==> src/rtl/operand_feeder_pkg.sv <==
// Shared definitions for the operand feeder: FSM state encoding, store-select
// constants and the width helpers used to size the write address and the lane
// pointers.
package operand_feeder_pkg;

   typedef enum logic [1:0] {
      ST_LOAD   = 2'd0,
      ST_STREAM = 2'd1,
      ST_DONE   = 2'd2
   } feeder_state_e;

   localparam logic A_SEL = 1'b0;
   localparam logic B_SEL = 1'b1;

   // Write-address width: enough to address the larger of the two stores.
   function automatic int calc_aw(input int n, input int m, input int k);
      int depth;
      depth = ((n > m) ? n : m) * k;
      return (depth <= 1) ? 1 : $clog2(depth);
   endfunction

   // Lane pointer width: must hold 0..K inclusive (K means exhausted).
   function automatic int calc_pw(input int k);
      return (k < 1) ? 1 : $clog2(k + 1);
   endfunction

endpackage

==> src/rtl/operand_feeder_lane.sv <==
// One streaming lane of the operand feeder.
// Ports:
//   clk, rst   clock / async active-high reset
//   clr        clear the pointer (stream (re)start accepted)
//   active     feeder is in STREAM
//   en         lane enable from the array controller
//   row        the K operands of this lane, element k at [k*DATA_WIDTH +: DATA_WIDTH]
//   data       element at the current pointer while enabled, otherwise 0
//   done_next  pointer will be at K after this clock edge
//   ovr        enable seen while the lane is already exhausted (pulse)
module feeder_lane #(
   parameter int DATA_WIDTH = 32,
   parameter int K          = 3,
   parameter int PW         = 2
) (
   input  logic                    clk,
   input  logic                    rst,
   input  logic                    clr,
   input  logic                    active,
   input  logic                    en,
   input  logic [K*DATA_WIDTH-1:0] row,
   output logic [DATA_WIDTH-1:0]   data,
   output logic                    done_next,
   output logic                    ovr
);

   localparam logic [PW-1:0] PTR_END = PW'(K);

   logic [PW-1:0] ptr_q, ptr_d;
   logic          exhausted;
   logic          take;

   assign exhausted = (ptr_q == PTR_END);
   assign take      = active & en & ~exhausted;
   assign ovr       = active & en & exhausted;

   // Explicit compare per element so an exhausted pointer (== K) never indexes
   // past the row.
   always_comb begin
      data = '0;
      for (int k = 0; k < K; k++) begin
         if (take && (ptr_q == PW'(k))) data = row[k*DATA_WIDTH +: DATA_WIDTH];
      end
   end

   always_comb begin
      ptr_d = ptr_q;
      if (clr)       ptr_d = '0;
      else if (take) ptr_d = ptr_q + 1'b1;
   end

   // Looking at the next pointer lets the FSM reach DONE on the very edge that
   // closes the final enable cycle.
   assign done_next = (ptr_d == PTR_END);

   always_ff @(posedge clk or posedge rst) begin
      if (rst) ptr_q <= '0;
      else     ptr_q <= ptr_d;
   end

endmodule

==> src/rtl/operand_feeder.sv <==
// Operand source for the 3x3 systolic MAC array. Holds one A (N x K) and one
// B (K x M) matrix and streams them lane by lane on the array controller's
// per-lane enables.
// Ports:
//   clk, rst   clock / async active-high reset
//   wr_en, wr_sel, wr_addr, wr_data
//              operand write port (sel 0 = A at row*K+k, 1 = B at k*M+col)
//   start      pulse: begin (or repeat) streaming
//   a_en, b_en per-lane enables from the array controller
//   a_data     A lane i at [i*DATA_WIDTH +: DATA_WIDTH]
//   b_data     B lane j at [j*DATA_WIDTH +: DATA_WIDTH]
//   finished   every lane has delivered K elements (level, while in DONE)
//   busy       streaming
//   overrun    sticky: enable seen on an exhausted lane
//
// state     | meaning
// ----------+-------------------------------------------------------------
// ST_LOAD   | stores writable, outputs 0, waiting for start
// ST_STREAM | lanes answer enables, writes and start ignored
// ST_DONE   | all lanes exhausted, finished=1; start restreams, wr_en loads
module operand_feeder
   import operand_feeder_pkg::*;
#(
   parameter  int DATA_WIDTH = 32,
   parameter  int N          = 3,
   parameter  int M          = 3,
   parameter  int K          = 3,
   localparam int AW         = calc_aw(N, M, K)
) (
   input  logic                    clk,
   input  logic                    rst,
   input  logic                    wr_en,
   input  logic                    wr_sel,
   input  logic [AW-1:0]           wr_addr,
   input  logic [DATA_WIDTH-1:0]   wr_data,
   input  logic                    start,
   input  logic [N-1:0]            a_en,
   input  logic [M-1:0]            b_en,
   output logic [N*DATA_WIDTH-1:0] a_data,
   output logic [M*DATA_WIDTH-1:0] b_data,
   output logic                    finished,
   output logic                    busy,
   output logic                    overrun
);

   localparam int            PW      = calc_pw(K);
   localparam logic [AW:0]   A_DEPTH = (AW+1)'(N*K);
   localparam logic [AW:0]   B_DEPTH = (AW+1)'(K*M);

   feeder_state_e state_q, state_d;
   logic          overrun_q, overrun_d;
   logic          clr;
   logic          active;
   logic          wr_ok;

   logic [DATA_WIDTH-1:0]   a_mem [N*K];
   logic [DATA_WIDTH-1:0]   b_mem [K*M];
   logic [K*DATA_WIDTH-1:0] a_row [N];
   logic [K*DATA_WIDTH-1:0] b_row [M];
   logic [N-1:0]            a_dn, a_ovr;
   logic [M-1:0]            b_dn, b_ovr;

   assign active = (state_q == ST_STREAM);
   assign wr_ok  = wr_en & ~active;

   // Stores carry no reset; contents are meaningful only once written.
   always_ff @(posedge clk) begin
      if (wr_ok && (wr_sel == A_SEL) && ({1'b0, wr_addr} < A_DEPTH)) a_mem[wr_addr] <= wr_data;
      if (wr_ok && (wr_sel == B_SEL) && ({1'b0, wr_addr} < B_DEPTH)) b_mem[wr_addr] <= wr_data;
   end

   for (genvar i = 0; i < N; i++) begin : g_a_lane
      for (genvar k = 0; k < K; k++) begin : g_a_elem
         assign a_row[i][k*DATA_WIDTH +: DATA_WIDTH] = a_mem[i*K + k];
      end
      feeder_lane #(.DATA_WIDTH(DATA_WIDTH), .K(K), .PW(PW)) u_lane (
         .clk       (clk),
         .rst       (rst),
         .clr       (clr),
         .active    (active),
         .en        (a_en[i]),
         .row       (a_row[i]),
         .data      (a_data[i*DATA_WIDTH +: DATA_WIDTH]),
         .done_next (a_dn[i]),
         .ovr       (a_ovr[i])
      );
   end

   // B lanes walk a column, so element k of lane j sits at k*M + j.
   for (genvar j = 0; j < M; j++) begin : g_b_lane
      for (genvar k = 0; k < K; k++) begin : g_b_elem
         assign b_row[j][k*DATA_WIDTH +: DATA_WIDTH] = b_mem[k*M + j];
      end
      feeder_lane #(.DATA_WIDTH(DATA_WIDTH), .K(K), .PW(PW)) u_lane (
         .clk       (clk),
         .rst       (rst),
         .clr       (clr),
         .active    (active),
         .en        (b_en[j]),
         .row       (b_row[j]),
         .data      (b_data[j*DATA_WIDTH +: DATA_WIDTH]),
         .done_next (b_dn[j]),
         .ovr       (b_ovr[j])
      );
   end

   // start wins over wr_en for the state; the write itself still lands.
   always_comb begin
      state_d = state_q;
      clr     = 1'b0;
      unique case (state_q)
         ST_LOAD: begin
            if (start) begin
               state_d = ST_STREAM;
               clr     = 1'b1;
            end
         end
         ST_STREAM: begin
            if ((&a_dn) && (&b_dn)) state_d = ST_DONE;
         end
         ST_DONE: begin
            if (start) begin
               state_d = ST_STREAM;
               clr     = 1'b1;
            end else if (wr_en) begin
               state_d = ST_LOAD;
            end
         end
         default: state_d = ST_LOAD;
      endcase
   end

   assign overrun_d = overrun_q | (|a_ovr) | (|b_ovr);

   always_ff @(posedge clk or posedge rst) begin
      if (rst) begin
         state_q   <= ST_LOAD;
         overrun_q <= 1'b0;
      end else begin
         state_q   <= state_d;
         overrun_q <= overrun_d;
      end
   end

   assign finished = (state_q == ST_DONE);
   assign busy     = active;
   assign overrun  = overrun_q;

endmodule
==> config.mk <==
export PLATFORM = sky130hd
export DESIGN_NAME = operand_feeder
export DESIGN_NICKNAME = d
export VERILOG_FILES = /design/src/rtl/operand_feeder_pkg.sv /design/src/rtl/operand_feeder_lane.sv /design/src/rtl/operand_feeder.sv
export SDC_FILE = /design/constraint.sdc
export NUM_CORES = 1
export LEC_CHECK = 0
export CORE_AREA = 2 2 204 206
export DETAILED_ROUTE_END_ITERATION = 8
export DIE_AREA = 0 0 206 208
export PLACE_DENSITY = 0.75
export SYNTH_ARGS = -nofsm -noshare
export SYNTH_HDL_FRONTEND = slang
export SYNTH_SLANG_ARGS = --single-unit
==> constraint.sdc <==
create_clock -name clk -period 9.2 [get_ports clk]
set_input_delay 1.84 -clock clk [delete_from_list [all_inputs] [get_ports clk]]
set_output_delay 1.84 -clock clk [all_outputs]
set_load 0.05 [all_outputs]
# Word level (Yosys, flattened, before mapping)
# Memories as Yosys holds them, arrays and structs flattened.
# Index checks and enable logic that the tools add are counted.
[totals]
ramBits = 576
ff_bits = 15
in_bits = 47
wordCells = 152
mem_count = 2
[op_classes]
add_sub_neg = 6
magnitude_cmp = 1
bitwise_logic = 29
n_reduce_logical = 36
n_eq_ne = 29
muxes = 41
[memory_table]
columns = ["name", "depth", "word_bits", "rd", "rd_clocked_by_memory_dff", "write_ports", "line", "source"]
rows = [
  ["a_mem", 9, 32, 9, 0, 1, "operand_feeder.sv:56", "logic [DATA_WIDTH-1:0] a_mem [N*K];"],
  ["b_mem", 9, 32, 9, 0, 1, "operand_feeder.sv:57", "logic [DATA_WIDTH-1:0] b_mem [K*M];"],
]
[op_table]
columns = ["cell", "n"]
rows = [
  ["2-to-1 mux 32 bit", 18],
  ["equality test 2 bit (second input constant)", 19],
  ["2-to-1 mux 2 bit", 16],
  ["logical AND 1 bit", 23],
  ["AND 1 bit", 19],
  ["equality test 2 x 1 -> 1 bit (second input constant)", 7],
  ["logical NOT 2 bit", 7],
  ["adder 2 x 1 -> 2 bit (second input constant)", 6],
  ["AND reduction 3 bit", 3],
  ["inverter 1 bit", 8],
  ["2-to-1 mux 1 bit", 6],
  ["one-hot mux 2 bit (3 select lines)", 1],
  ["OR reduction 3 bit", 2],
  ["less-than comparator 4 bit (second input constant)", 1],
  ["!= test 3 bit (second input constant)", 1],
  ["!= test 2 x 1 -> 1 bit (second input constant)", 1],
  ["!= test 2 bit (second input constant)", 1],
  ["OR 1 bit", 2],
  ["OR reduction 2 bit", 1],
]

# Logic depth before layout (Yosys ltp)
# Gate-level depths: netlist of the first run.
[depth]
depth_word = 10
mapped_depth = 8
mapped_depth_nobuf = 7

# Cells and area by module
# A second synthesis of the first run with hierarchy kept.
[unflattened]
cells_unflattened = 1640
hier_area_um2 = 25879.8
[by_module_without_submodules]
columns = ["mod", "n_inst", "cells_each", "area_each_um2"]
rows = [
  ["operand_feeder", 1, 626, 17621.9],
  ["feeder_lane (g_a_lane[2].u_lane ...)", 4, 169, 1376.3],
  ["feeder_lane (g_a_lane[1].u_lane)", 1, 169, 1402.6],
  ["feeder_lane (g_a_lane[0].u_lane)", 1, 169, 1350.0],
]

# Worst setup path after synthesis of the first run
# No wires, ideal clock.
[synth_path]
path_kind = "input port to flip-flop"
start = "input port wr_addr[1]"
end = "memory a_mem[0][0] (enable)"
stages = 2
n_path_buf = 0
path_slack_ns = 3.397
arrival_ns = 5.299
required_ns = 8.695
path_cell_list = "or3_1 > nor4_1"
[synth_via]
elab_chain_len = 4
[synth_rtl]
columns = ["element", "line", "source"]
rows = [
  ["start: declaration", "operand_feeder.sv:34", "input logic [AW-1:0] wr_addr,"],
  ["less-than comparator 4 bit", "operand_feeder.sv:68", "if (wr_ok && (wr_sel == A_SEL) && ({1'b0, wr_addr} < A_DEPTH)) a_mem[wr_addr] <= wr_data;"],
  ["logical AND 1 bit", "operand_feeder.sv:68", ""],
  ["2-to-1 mux 1 bit", "operand_feeder.sv:68", ""],
  ["2-to-1 mux 1 bit (implied by the code)", "operand_feeder.sv:68", ""],
  ["end: declaration", "operand_feeder.sv:56", ""],
]
# Several ways; a longest one is shown, not always the timed one.

# Worst setup path after layout of the first run
[layout_path]
start = "input port a_en[0]"
end = "output port a_data[1]"
[layout_via]
elab_chain_len = 6
elab_cells_between_ends = 8
[layout_rtl]
columns = ["element", "line", "source"]
rows = [
  ["start: declaration", "operand_feeder.sv:37", "input logic [N-1:0] a_en,"],
  ["AND 1 bit (*) (2 in a row)", "operand_feeder_lane.sv:34", "assign take = active & en & ~exhausted;"],
  ["logical AND 1 bit", "operand_feeder_lane.sv:42", "if (take && (ptr_q == PW'(k))) data = row[k*DATA_WIDTH +: DATA_WIDTH];"],
  ["2-to-1 mux 32 bit (2 in a row)", "operand_feeder_lane.sv:42", ""],
  ["2-to-1 mux 32 bit (*)", "operand_feeder_lane.sv:42", ""],
  ["end: declaration", "operand_feeder.sv:39", "output logic [N*DATA_WIDTH-1:0] a_data,"],
]
# Every way passes the cells marked *; elsewhere a longest branch is shown, timed or not.

==> results of run 1 <==
## registers in the layout, indices dropped and copies added (netlist names)
| name | count |
|---|---|
| state_q | 2 |
| overrun | 1 |
| g_b_lane.u_lane.ptr_q | 6 |
| a_mem | 288 |
| b_mem | 288 |
| g_a_lane.u_lane.ptr_q | 6 |
## routing by layer
metal / track usage / vias up / part of all wire
met5: 0 / - / 0
met1: 0.343 / 6544 / 0.39
met3: 0.0414 / 81 / 0.079
li1: - / 5898 / -
met2: 0.428 / 577 / 0.50
met4: 0.0847 / 0 / 0.027
## path summary, 6_finish.rpt
path	startpoint	end	slack (ns)
setup / recovery	a_en[0]	a_data[1]	2.66
hold / removal	overrun	overrun	0.47
setup reg to reg	state_q[1]	b_mem[4][1]	5.80
hold reg to reg	overrun	overrun	0.47
max in group asynchronous	rst	g_a_lane[2].u_lane.ptr_q[0]	7.17
min in group asynchronous	rst	g_b_lane[1].u_lane.ptr_q[0]	1.64
## through the flow
step	instance area (µm²)	std cells	hold slack [ns]	utilization	power, W
finish	27000	2215	0.470	0.666	0.00872
global route	27000	2215	0.513	0.666	0.00900
CTS	27000	2215	0.483	0.666	0.00877
detailed placement	25200	2112	0.468	0.622	0.00653
global placement	25200	2112	0.457	0.622	0.00650
floorplan	22200	1403	0.544	-	0.00533
## cell families (layout without fill, tap and decap cells)
group / count (synthesis) / after routing / synth area share
xor gates and xnor gates: 6 / 6 / 0.00237
muxes: 1 / 1 / 0.000451
AOI/OAI and AO/OA: 400 / 400 / 0.114
and+or+nand+nor: 276 / 276 / 0.0545
adders and majority gates: 24 / 24 / 0.0135
DFF: 591 / 591 / 0.795
buffers and inverters: 105 / 385 / 0.0200
## worst register-to-register path: cells and delay by family, from the launching register on
family	cells	cell delay (ns)
simple gates	5	2.00
flops	1	0.58
buf+inv	1	0.48
## area by class of cell
type	count	area share
Sequential cell	591	0.654
Multi-Input combinational cell	707	0.157
Clock buffer	66	0.0532
Timing Repair Buffer	266	0.0962
Tap cell	532	0.0246
Inverter	16	0.00222
Clock inverter	37	0.0129
## power breakdown
group          internal (W)  total, W  switching [W]
Combinational       0.00103   0.00346        0.00243
Sequential          0.00299   0.00302      0.0000332
Clock               0.00128   0.00224       0.000956
## synth_stat cells, types with 8 or more instances
cell type	n	area (µm²)
edfxtp_1	576	17300
nor2_1	211	792
a22oi_1	196	1470
a21oi_1	192	961
clkbuf_1	51	191
buf_2	37	185
ha_1	24	300
nand2_1	19	71.3
inv_1	16	60.1
dfrtp_1	15	375
nor3_1	8	40.0
==> results by group, run 1 <==
Timing
  – Final Hold Fails: 0
  – Min setup slack post-route: 2.66 ns
  – RSZ-0062 raised after global routing: no
  – Final Max Tran Viols: 0
  – Fmax: 0.153 GHz
  – Fin crit share: 0.710
  – Setup TNS: 0 ns
  – Relative slew slack: 0.134
  – Setup Skew: 0.0116 ns
  – Final setup vio count: 0
  – Final min period: 6.54 ns
  – Worst-Margin Slew: 1.29 ns

Clock network
  – Num CTS Buffers: 55
  – CTS resizes: 0
  – CTS Buffer Depth: 3
  – Depth of the CTS H-tree: 2
  – CTS tree: yes
  – Worst skew pair latency: 0.60 ns
  – Hold Buf Count CTS: 0
  – Reg clk slew, reported paths: 0.06 ns
  – CTS sink cnt: 591
  – Clk root buf: clkbuf_16
  – Setup repair bufs after CTS: 0

Placement
  – RD Place Congestion: 0.781
  – Post-DP HPWL: 32.3 mm
  – Pre-CTS worst setup slack: 2.74 ns
  – Port Buffer Count: 241

Global route
  – Initial antenna violation count: 0
  – Number of global-route vias before repair: 12900
  – Gr usage total: 0.255
  – GR Overflow Total: 0
  – First-pass GRT wire length: 80.2 mm
  – Largest net degree at the start of global routing: 65

Synthesis
  – Synth Register Bits: 591
  – Post-synth net total: 1474
  – Synth async-reset ratio: 0.0254
  – Syn Inst Count: 1403
  – Synth unique cells: 34
  – Mean Syn Cell Area: 15.8 µm²
  – Ys Warns: 0
  – Post-Syn Area: 0.0222 mm²
  – Seq/Total Area, Yosys: 0.795
  – Ys flop type: edfxtp_1
  – Post-synth EDFFs: 576

Drt
  – Drc violations: 0
  – Per-cell routed wire length: 24.7 µm
  – Vias per Instance: 5.91
  – Initial drt markers: 1263
  – WL final: 54.8 mm
  – Final ANT Viol Nets: 0
  – Drt pass-1 iters: 7
  – Vias: 13100

Layout
  – Footprint of the multi-input gates: 0.00424 mm²
  – Register Area: 0.0177 mm²
  – Commonest non-fill, non-tap cell in the layout: edfxtp_1
  – Ant diodes: 0
  – Area Growth Syn to Fin: 21.6%
  – NumNets Final: 1708
  – Proportion of layout cells with a drive suffix above 1: 0.0820
  – Most frequent cells in the layout: edfxtp_1, clkdlybuf4s50_1, nor2_1
  – Fillers: 2795

Power
  – Peak supply drop: 300 µV
  – Power density cells: 323 mW/mm²
  – Leak: 8.74 nW

Min path
  – Hold Path Depth: 1
  – Worst min path class: flop to flop

Status
  – Status: finished clean

Setup path
  – Critical-path top delay cell: clkdlybuf4s50_1
  – Crit path top cell by count: clkdlybuf4s50_1
  – Setup crit start kind: input port
  – Critical Path RT: 7.36 ns
  – Critical path's largest stage delay: 0.88 ns
  – FF-to-FF path depth: 6
  – Critical path arrival: 4.70 ns
  – Crit. path cell count: 7
  – CP max FO: 32
  – Crit Path Category: input port to output pin
  – Critical path endpoint category: output pin
  – CP Buf/Inv Count: 3
  – Largest delay share family, worst path: buffers and inverters
  – CP cell instances: clkdlybuf4s50_1, and4bb_2, and3b_1, buf_4, a22oi_1, a21oi_1, clkdlybuf4s50_1

Job
  – Max Cap Viol: 0

Floorplan
  – Die area: 0.0428 mm²
  – Core area: 0.0406 mm²
  – Initial Util: 0.548
  – Row Count: 74
  – Die Y: 208 µm
  – IO Pins: 242
  – Die width: 206 µm
Power figures use the tool's default switching activity.
==> run 2: changes to the inputs <==
==> constraint.sdc (replaced) <==
create_clock -name clk -period 6.1 [get_ports clk]
set_input_delay 1.22 -clock clk [delete_from_list [all_inputs] [get_ports clk]]
set_output_delay 1.22 -clock clk [all_outputs]
set_load 0.05 [all_outputs]
==> results by group, run 2 (synthesized netlist as in run 1, its figures left out) <==
Status
  – Status: finished clean (unchanged)

Setup path
  – FF-to-FF path depth: 6 (unchanged)
  – R2r startpoint: state_q[0] (was state_q[1])
  – Critical Path RT: 4.88 ns (was 7.36 ns)
  – Setup crit start: a_en[2] (was a_en[0])
  – Critical path arrival: 4.21 ns (was 4.70 ns)
  – Worst setup path endpoint: a_data[84] (was a_data[1])
  – CP max FO: 20 (was 32)
  – Critical path endpoint category: output pin (unchanged)
  – Crit Path Category: input port to output pin (unchanged)
  – Crit Reg-Reg Endpoint: b_mem[4][14] (was b_mem[4][1])
  – R2r setup slk: 2.80 ns (was 5.80 ns)
  – Setup crit start kind: input port (unchanged)

Floorplan
  – Core area: 0.0406 mm² (unchanged)
  – Initial Util: 0.548 (unchanged)
  – Row Count: 74 (unchanged)
  – Die width: 206 µm (unchanged)
  – Die area: 0.0428 mm² (unchanged)
  – IO Pins: 242 (unchanged)
  – Die Y: 208 µm (unchanged)

Drt
  – Final ANT Viol Nets: 0 (unchanged)
  – Drc violations: 0 (unchanged)
  – Vias per Instance: 5.91 (about the same)
  – Initial drt markers: 1111 (was 1263)
  – Vias: 13200 (was 13100)
  – Per-cell routed wire length: 24.5 µm (was 24.7 µm)
  – WL final: 54.7 mm (was 54.8 mm)
  – Drt pass-1 iters: 5 (was 7)

Timing
  – Worst hold slack: 0.479 ns (was 0.470 ns)
  – Final setup vio count: 0 (unchanged)
  – Setup TNS: 0 ns (unchanged)
  – Final Hold Fails: 0 (unchanged)
  – RSZ-0062 raised after global routing: no (unchanged)
  – Final Max Tran Viols: 0 (unchanged)
  – Fin crit share: 0.891
  – Relative slew slack: 0.199 (was 0.134)
  – Final min period: 5.43 ns
  – Fmax: 0.184 GHz
  – Worst-Margin Slew: 1.20 ns (was 1.29 ns)
  – Setup Skew: 0.00977 ns (was 0.0116 ns)

Global route
  – Gr usage total: 0.257 (was 0.255)
  – Initial antenna violation count: 0 (unchanged)
  – GR Overflow Total: 0 (unchanged)
  – First-pass GRT wire length: 80.3 mm (was 80.2 mm)
  – Number of global-route vias before repair: 13000 (was 12900)
  – Largest net degree at the start of global routing: 42 (was 65)

Clock network
  – CTS resizes: 0 (unchanged)
  – CTS tree: yes (unchanged)
  – Worst skew pair latency: 0.60 ns (about the same)
  – CTS Buffer Depth: 3 (unchanged)
  – Setup repair bufs after CTS: 0 (unchanged)
  – Hold Buf Count CTS: 0 (unchanged)
  – Depth of the CTS H-tree: 2 (unchanged)
  – CTS sink cnt: 591 (unchanged)
  – Num CTS Buffers: 55 (unchanged)
  – Reg clk slew, reported paths: 0.06 ns (about the same)
  – Clk root buf: clkbuf_16 (unchanged)

Min path
  – Worst min path class: flop to flop (unchanged)
  – Hold Path Depth: 1 (unchanged)

Placement
  – Post-Place Cell Area: 0.0252 mm² (about the same)
  – DP Cell Count: 2126 (was 2112)
  – Port Buffer Count: 241 (unchanged)
  – RD Place Congestion: 0.782 (was 0.781)
  – Post-DP HPWL: 33.8 mm (was 32.3 mm)

Power
  – Peak supply drop: 406 µV (was 300 µV)
  – Power density cells: 488 mW/mm² (was 323 mW/mm²)
  – Leak: 8.96 nW (was 8.74 nW)
  – Total power: 0.0132 W (was 0.00872 W)

Layout
  – Area Growth Syn to Fin: 21.5% (was 21.6%)
  – Most frequent cells in the layout: edfxtp_1, nor2_1, a22oi_1 (was edfxtp_1, clkdlybuf4s50_1, nor2_1)
  – Fin area: 0.0270 mm² (about the same)
  – NumNets Final: 1722 (was 1708)
  – Ant diodes: 0 (unchanged)
  – Non-filler cells, final: 2229 (was 2215)
  – Proportion of layout cells with a drive suffix above 1: 0.133 (was 0.0820)
  – Biggest registers after layout: a_mem x288, b_mem x288 (unchanged)
  – Commonest non-fill, non-tap cell in the layout: edfxtp_1 (unchanged)
  – Fillers: 2792 (was 2795)

Job
  – Max Cap Viol: 0 (unchanged)
## run 2: power breakdown
group / total (W) / switching, W / internal [W]
clock: 0.00342 / 0.00144 / 0.00199
combinational: 0.00520 / 0.00369 / 0.00151
sequential: 0.00455 / 0.0000508 / 0.00450
total: 0.0132 / 0.00517 / 0.00800
## run 2: worst min-delay path by stage
stage	slack (ns)	end	startpoint
6_report	0.48	overrun	overrun
3_5_place_dp	0.48	overrun	overrun
5_1_grt	0.51	overrun	overrun
3_3_place_gp	0.46	overrun	overrun
4_1_cts	0.49	overrun	overrun
2_1_floorplan	0.54	g_a_lane[1].u_lane.ptr_q[0]	g_a_lane[1].u_lane.ptr_q[0]
## run 2: stage by stage
step | utilization | worst slack [ns]
3_5_place_dp | 0.621 | 0.769
2_1_floorplan | - | 0.917
5_1_grt | 0.666 | 0.584
4_1_cts | 0.666 | 0.702
3_3_place_gp | 0.621 | 0.834
6_report | 0.666 | 0.666
## run 2: layer usage
layer,vias to the layer above,share of wire,track usage
met3,100,0.097,0.0598
met4,0,0.033,0.100
li1,5918,-,-
met1,6570,0.38,0.339
met2,575,0.49,0.417
met5,-,0,0
## run 2: area by class of cell
type / count / area, µm² / share of cell area
Clock buffer: 68 / 1500 / 0.0555
Multi-Input combinational cell: 707 / 4240 / 0.157
Inverter: 16 / 60.1 / 0.00223
Timing Repair Buffer: 280 / 2540 / 0.0940
Tap cell: 532 / 666 / 0.0247
Clock inverter: 35 / 320 / 0.0119
Sequential cell: 591 / 17700 / 0.655
## run 2: worst max-delay path, stage by stage
cell,delay [ns]
clkdlybuf4s50_1,0.50
and4bb_2,0.36
and3b_1,0.54
buf_4,0.39
a22oi_1,0.14
a21oi_1,0.21
clkdlybuf4s50_1,0.83
==> run 3: changes to the inputs <==
--- a/config.mk
+++ b/config.mk
@@ -9,6 +9,7 @@
 export DETAILED_ROUTE_END_ITERATION = 8
 export DIE_AREA = 0 0 206 208
 export PLACE_DENSITY = 0.75
+export RECOVER_POWER = 50
 export SYNTH_ARGS = -nofsm -noshare
 export SYNTH_HDL_FRONTEND = slang
 export SYNTH_SLANG_ARGS = --single-unit
==> results by group, run 3 (synthesized netlist as in run 1, its figures left out) <==
Status
  – Status: complete, but fails checks (was finished clean)
  – Failing checks: capacitance limit, slew limit

Timing
  – Worst-Margin Slew: 2.37 ns (was 1.20 ns)
  – Fin crit share: 0.889 (was 0.891)
  – RSZ-0062 raised after global routing: no (unchanged)
  – Setup TNS: 0 ns (unchanged)
  – Relative slew slack: -0.577 (was 0.199)
  – Final min period: 5.42 ns (was 5.43 ns)
  – Fmax: 0.184 GHz (about the same)
  – Setup Skew: 0.0115 ns (was 0.00977 ns)
  – Final setup vio count: 0 (unchanged)
  – Final Hold Fails: 0 (unchanged)
  – Min setup slack post-route: 0.678 ns (was 0.666 ns)
  – Worst hold slack: 0.479 ns (about the same)
  – Final Max Tran Viols: 66 (was 0)

Global route
  – Number of global-route vias before repair: 13000 (unchanged)
  – Initial antenna violation count: 0 (unchanged)
  – First-pass GRT wire length: 80.3 mm (unchanged)
  – GR Overflow Total: 0 (unchanged)
  – Largest net degree at the start of global routing: 42 (unchanged)
  – Gr usage total: 0.257 (unchanged)

Setup path
  – Crit path top cell by count: clkdlybuf4s50_1 (unchanged)
  – CP cell instances: clkdlybuf4s50_1, and4bb_2, and3b_1, buf_4, a22oi_1, a21oi_1, clkdlybuf4s50_1 (unchanged)
  – Crit. path cell count: 7 (unchanged)
  – Critical path's largest stage delay: 0.83 ns (about the same)
  – Largest delay share family, worst path: buffers and inverters (unchanged)
  – CP Buf/Inv Count: 3 (unchanged)
  – CP max FO: 20 (unchanged)
  – R2r startpoint: state_q[0] (unchanged)
  – Critical path arrival: 4.20 ns (was 4.21 ns)
  – R2r setup slk: 2.66 ns (was 2.80 ns)
  – Critical path endpoint category: output pin (unchanged)
  – Crit Reg-Reg Endpoint: a_mem[0][23] (was b_mem[4][14])
  – Setup crit start kind: input port (unchanged)
  – Crit Path Category: input port to output pin (unchanged)
  – Critical Path RT: 4.88 ns (about the same)
  – Setup crit start: a_en[2] (unchanged)
  – FF-to-FF path depth: 4 (was 6)
  – Critical-path top delay cell: clkdlybuf4s50_1 (unchanged)

Clock network
  – Setup repair bufs after CTS: 0 (unchanged)
  – Clk root buf: clkbuf_16 (unchanged)
  – CTS resizes: 0 (unchanged)
  – Num CTS Buffers: 55 (unchanged)
  – CTS tree: yes (unchanged)
  – Hold Buf Count CTS: 0 (unchanged)
  – Reg clk slew, reported paths: 0.06 ns (about the same)
  – CTS Buffer Depth: 3 (unchanged)
  – CTS sink cnt: 591 (unchanged)
  – Depth of the CTS H-tree: 2 (unchanged)
  – Worst skew pair latency: 0.60 ns (about the same)

Drt
  – Vias: 13200 (about the same)
  – Initial drt markers: 1107 (was 1111)
  – Final ANT Viol Nets: 0 (unchanged)
  – Per-cell routed wire length: 24.6 µm (was 24.5 µm)
  – Vias per Instance: 5.93 (was 5.91)
  – WL final: 54.7 mm (about the same)
  – Drt pass-1 iters: 5 (unchanged)
  – Drc violations: 0 (unchanged)

Layout
  – Area Growth Syn to Fin: 21.3% (was 21.5%)
  – Biggest registers after layout: a_mem x288, b_mem x288 (unchanged)
  – Fin area: 0.0270 mm² (about the same)
  – Commonest non-fill, non-tap cell in the layout: edfxtp_1 (unchanged)
  – Proportion of layout cells with a drive suffix above 1: 0.128 (was 0.133)
  – NumNets Final: 1722 (unchanged)
  – Most frequent cells in the layout: edfxtp_1, nor2_1, a22oi_1 (unchanged)
  – Ant diodes: 0 (unchanged)

Placement
  – Pre-CTS worst setup slack: 0.769 ns (unchanged)
  – Port Buffer Count: 241 (unchanged)
  – Post-DP HPWL: 33.8 mm (unchanged)
  – Post-Place Cell Area: 0.0252 mm² (unchanged)
  – RD Place Congestion: 0.782 (unchanged)

Min path
  – Hold Path Depth: 1 (unchanged)
  – Worst min path class: flop to flop (unchanged)
  – HP Start: overrun (unchanged)
  – Hold-critical path endpoint: overrun (unchanged)

Floorplan
  – Initial Util: 0.548 (unchanged)
  – Row Count: 74 (unchanged)
  – Die area: 0.0428 mm² (unchanged)
  – Die Y: 208 µm (unchanged)
  – Core area: 0.0406 mm² (unchanged)
  – IO Pins: 242 (unchanged)
  – Die width: 206 µm (unchanged)

Power
  – Power density cells: 488 mW/mm² (about the same)
  – Peak supply drop: 406 µV (about the same)
  – Leak: 8.96 nW (about the same)

Job
  – Max Cap Viol: 2 (was 0)
## run 3: changes by cell type in the layout (fill, tap and decap cells not counted), sizes merged
cell           delta
dlygate4sd3      +40
buf               -3
clkdlybuf4s50    -40
clkbuf            +3
## run 3: final cells by class
| class | instances | area [µm²] |
|---|---|---|
| Clock buffer | 68 | 1500 |
| Clock inverter | 35 | 320 |
| Fill cell | 2799 | 13600 |
| Inverter | 16 | 60.1 |
| Multi-Input combinational cell | 707 | 4210 |
| Sequential cell | 591 | 17700 |
| Tap cell | 532 | 666 |
| Timing Repair Buffer | 280 | 2530 |
## run 3: worst max-delay path by stage
| stage | end | slack (ns) |
|---|---|---|
| floorplan | a_mem[0][0] | 0.92 |
| global placement | a_data[74] | 0.83 |
| detailed placement | a_data[76] | 0.77 |
| CTS | a_data[84] | 0.70 |
| global route | a_data[84] | 0.58 |
| finish | a_data[84] | 0.68 |
## run 3: metal layers
metal,global-route usage,share of wire,vias up
met5,0,0,-
met4,0.100,0.033,0
met3,0.0598,0.093,105
met2,0.417,0.49,575
met1,0.339,0.38,6616
li1,-,-,5918
## run 3: power by group
part / internal [W] / switching [W] / total, W
Combinational: 0.00150 / 0.00369 / 0.00519
Sequential: 0.00450 / 0.0000509 / 0.00455
Clock: 0.00199 / 0.00143 / 0.00342
## run 3: worst register-to-register path, cell delays in order, from the launching register on
cell and delay [ns]:
dfrtp_1 0.56, nand2b_1 0.20, nand2_1 0.19, nor4_1 0.32, clkbuf_1 1.72
## run 3: metrics by stage
| stage | cells | power [W] | util |
|---|---|---|---|
| floorplan | 1403 | 0.00804 | - |
| global placement | 2126 | 0.00978 | 0.621 |
| detailed placement | 2126 | 0.00982 | 0.621 |
| CTS | 2229 | 0.0132 | 0.666 |
| global route | 2229 | 0.0136 | 0.665 |
| finish | 2229 | 0.0132 | 0.665 |
==> RTL edit 1 (flow settings as in run 3) <==
The parameter `M` goes from 3 to 6.
--- a/src/rtl/operand_feeder.sv
+++ b/src/rtl/operand_feeder.sv
@@ -23,7 +23,7 @@
 #(
    parameter  int DATA_WIDTH = 32,
    parameter  int N          = 3,
-   parameter  int M          = 3,
+   parameter  int M          = 6,
    parameter  int K          = 3,
    localparam int AW         = calc_aw(N, M, K)
 ) (
Ports: changed (resized b_data, b_en and wr_addr); port bits go from 242 to 342. No check against the original RTL was run, so the function may have changed too.
==> RTL edit 1 against run 3 <==
- synthesized cell count is 50% higher
- the flow now stops in clock tree synthesis (4_1_cts)
- synthesized area grew 50%
==> RTL edit 1: results (changes against run 3) <==
stage,metric,value,unit,change
synthesis,Synth async-reset ratio,2.373,%,was 2.538%
synthesis,"flops & latches, synth",885,,was 591
clock_tree,CTS Hold Bufs,0,,unchanged
clock_tree,Longest Clk Path Bufs,3,,unchanged
clock_tree,H-tree depth,3,,was 2
synthesis,Post-Syn Nets,2193,,was 1474
place,post-DP HPWL,53990,um,was 33780 um
synthesis,largest cells by area after synthesis,"edfxtp_1 (78%), a22oi_1 (6.5%), a21oi_1 (4.5%)",,"was edfxtp_1 (78%), a22oi_1 (6.6%), a21oi_1 (4.3%)"
place,port bufs,341,,was 241
run_status,Err,[ERROR DPL-0033] detailed placement checks failed during check placement.,,
synthesis,register area share after synthesis,79.57,%,was 79.55%
run_status,failing step,clock tree synthesis (4_1_cts),,
synthesis,Post-synth top cells,"edfxtp_1 (864), nor2_1 (317), a21oi_1 (298)",,"was edfxtp_1 (576), nor2_1 (211), a22oi_1 (196)"
clock_tree,CTS-repair resized insts,0,,unchanged
clock_tree,cts bufs inserted,78,,was 55
synthesis,synth unique cells,44,,was 34
synthesis,ys flop type,edfxtp_1,,unchanged
clock_tree,CTS Root Cell,clkbuf_16,,unchanged
run_status,run status,stopped before the end,,"was finished, violations left"
place,routability cong.,0.9133,,was 0.7817
clock_tree,post-CTS setup buffer count,0,,unchanged
synthesis,number of flops mapped to enable cells by yosys,864,,was 576
synthesis,YS warnings,0,,unchanged
[RTL edit 1: through the flow]
stage                     cell area (sq um)  util, %  hold slack [ps]  worst slack (ps)  std cells
after detailed placement              37590    92.68            460.9             717.4       2937
after global placement                37590    92.68            461.7             852.9       2937
after floorplan                       33270        -            509.1              1629       2106
[RTL edit 1: cells by family after synthesis]
family,Yosys count,share of synthesized area [%]
fa+ha+maj,36,1.354
simple gates,421,5.502
flops,885,79.57
compound gates,604,11.36
xor+xnor,5,0.1316
mux,3,0.09778
buf+inv,152,1.982
==> RTL edit 2 (settings of run 3) <==
Made on the original files. Register the outputs `finished` and `busy`, with the module's reset; this adds one clock of latency there. The other outputs are not delayed to match.
--- a/src/rtl/operand_feeder.sv
+++ b/src/rtl/operand_feeder.sv
@@ -142,8 +142,15 @@
       end
    end
 
-   assign finished = (state_q == ST_DONE);
-   assign busy     = active;
+   always_ff @(posedge clk or posedge rst) begin
+      if (rst) begin
+         finished <= '0;
+         busy     <= '0;
+      end else begin
+         finished <= (state_q == ST_DONE);
+         busy     <= active;
+      end
+   end
    assign overrun  = overrun_q;
 
 endmodule
Behaviour: not the same (Yosys sat finds a counterexample within 4 cycles, from zero or initial values and one cycle with rst high).
==> RTL edit 2 against run 3 <==
- the flow still finishes with violations (max-capacitance violations, max-slew violations)
- die area unchanged
- setup slack better by 73 ps
- total power increased by 0.13%
- cell count down 0.63%
- count of clock-buffer cells in the layout decreased by 3
- final area shrank 0.34%
- register-to-register slack got worse by 590 ps
- routed wire length is 0.63% higher
- synthesized area grew 0.20%
- core utilization down 0.23 points
- sequential cell count increased by 2
- critical path type unchanged
- critical endpoint is now b_data[18]
==> RTL edit 2: results (changes against run 3) <==
stage,metric,value,unit,change
run_status,run status,"finished, violations left",,unchanged
run_status,failing checks,"max-capacitance violations, max-slew violations",,unchanged
global_route,met1 Use GR,36.08,%,was 33.90%
place,placed cell count,2115,,was 2126
synthesis,Synth async-reset ratio,2.867,%,was 2.538%
synthesis,Compound-Gate Fraction of Synth Area,11.35,%,was 11.37%
worst_setup_path,Setup crit start,b_en[0],,was a_en[2]
synthesis,Post-synth top cells,"edfxtp_1 (576), nor2_1 (213), a22oi_1 (196)",,"was edfxtp_1 (576), nor2_1 (211), a22oi_1 (196)"
global_route,met2 Usage GRT,41.44,%,was 41.67%
drt,met2 wire length,26820,um,was 26810 um
drt,metal1 wirelength,22890,um,was 21040 um
drt,WL/cell,24.87,um,was 24.56 um
drt,routed vias/inst,5.949,,was 5.928
synthesis,Cells after Synth,1404,,was 1403
worst_setup_path,r2r setup slk,2070,ps,was 2660 ps
cells_and_area,fill count,2810,,was 2799
global_route,GRT met3 Usage,3.524,%,was 5.984%
power,LEAKAGE,8.964,nW,was 8.957 nW
sta,Fin Hold WS,481.5,ps,was 479.0 ps
sta,max_slew headroom,-114.5,%,was -57.69%
synthesis,Post-Synth XOR/XNOR Area,0.2361,%,was 0.2366%
worst_setup_path,Critical Path End,b_data[18],,was a_data[84]
synthesis,synth unique cells,35,,was 34
synthesis,register area share after synthesis,79.61,%,was 79.55%
global_route,first-pass GRT wire length,79740,um,was 80320 um
power,peak supply drop,0.0003303,V,was 0.0004057 V
clock_tree,cts bufs inserted,57,,was 55
run,MaxCap Viol Count,4,,was 2
sta,Pins Over Slew Limit,80,,was 66
drt,1st-iter DRT viols,1008,,was 1107
synthesis,mux contribution to synthesized area,0.04497,%,was 0.04506%
synthesis,Post-Syn Nets,1475,,was 1474
drt,met3 WL,3761,um,was 5073 um
worst_setup_path,R2R Path End,b_mem[0][1],,was a_mem[0][23]
global_route,initial antenna violation count,1,,was 0
global_route,largest net degree at the start of global routing,46,,was 42
global_route,vias in the first global route,12710,,was 12980
synthesis,largest cells by area after synthesis,"edfxtp_1 (78%), a22oi_1 (6.6%), a21oi_1 (4.3%)",,unchanged
cells_and_area,nets,1713,,was 1722
place,dpl cell area,25090,sq um,was 25170 sq um
synthesis,adder-cell share of the synthesized area,1.349,%,was 1.352%
sta,Final min period,5348,ps,was 5422 ps
-- RTL edit 2: power breakdown --
group | total, W | internal [W] | switching (W)
logic | 0.00514 | 0.00146 | 0.00368
clock network | 0.00347 | 0.00202 | 0.00145
registers | 0.00457 | 0.00452 | 0.0000491
total | 0.0132 | 0.00800 | 0.00518
-- RTL edit 2: critical path, cell delays in order --
cell	delay, ps
dlygate4sd3_1	570
and4bb_2	310
and2_1	620
buf_12	260
a22oi_1	100
a21oi_1	210
clkdlybuf4s50_1	830
-- RTL edit 2: final cells by class --
type / count / area [sq um] / area share [%]
clock inverters: 34 / 344.1 / 1.281
repair buffers: 268 / 2399 / 8.930
flip-flops and latches: 593 / 17720 / 65.98
multi-input cells: 707 / 4193 / 15.61
well taps: 532 / 665.6 / 2.478
inverters: 15 / 56.30 / 0.2096
diodes: 1 / 2.502 / 0.009317
clock buffers: 65 / 1478 / 5.501
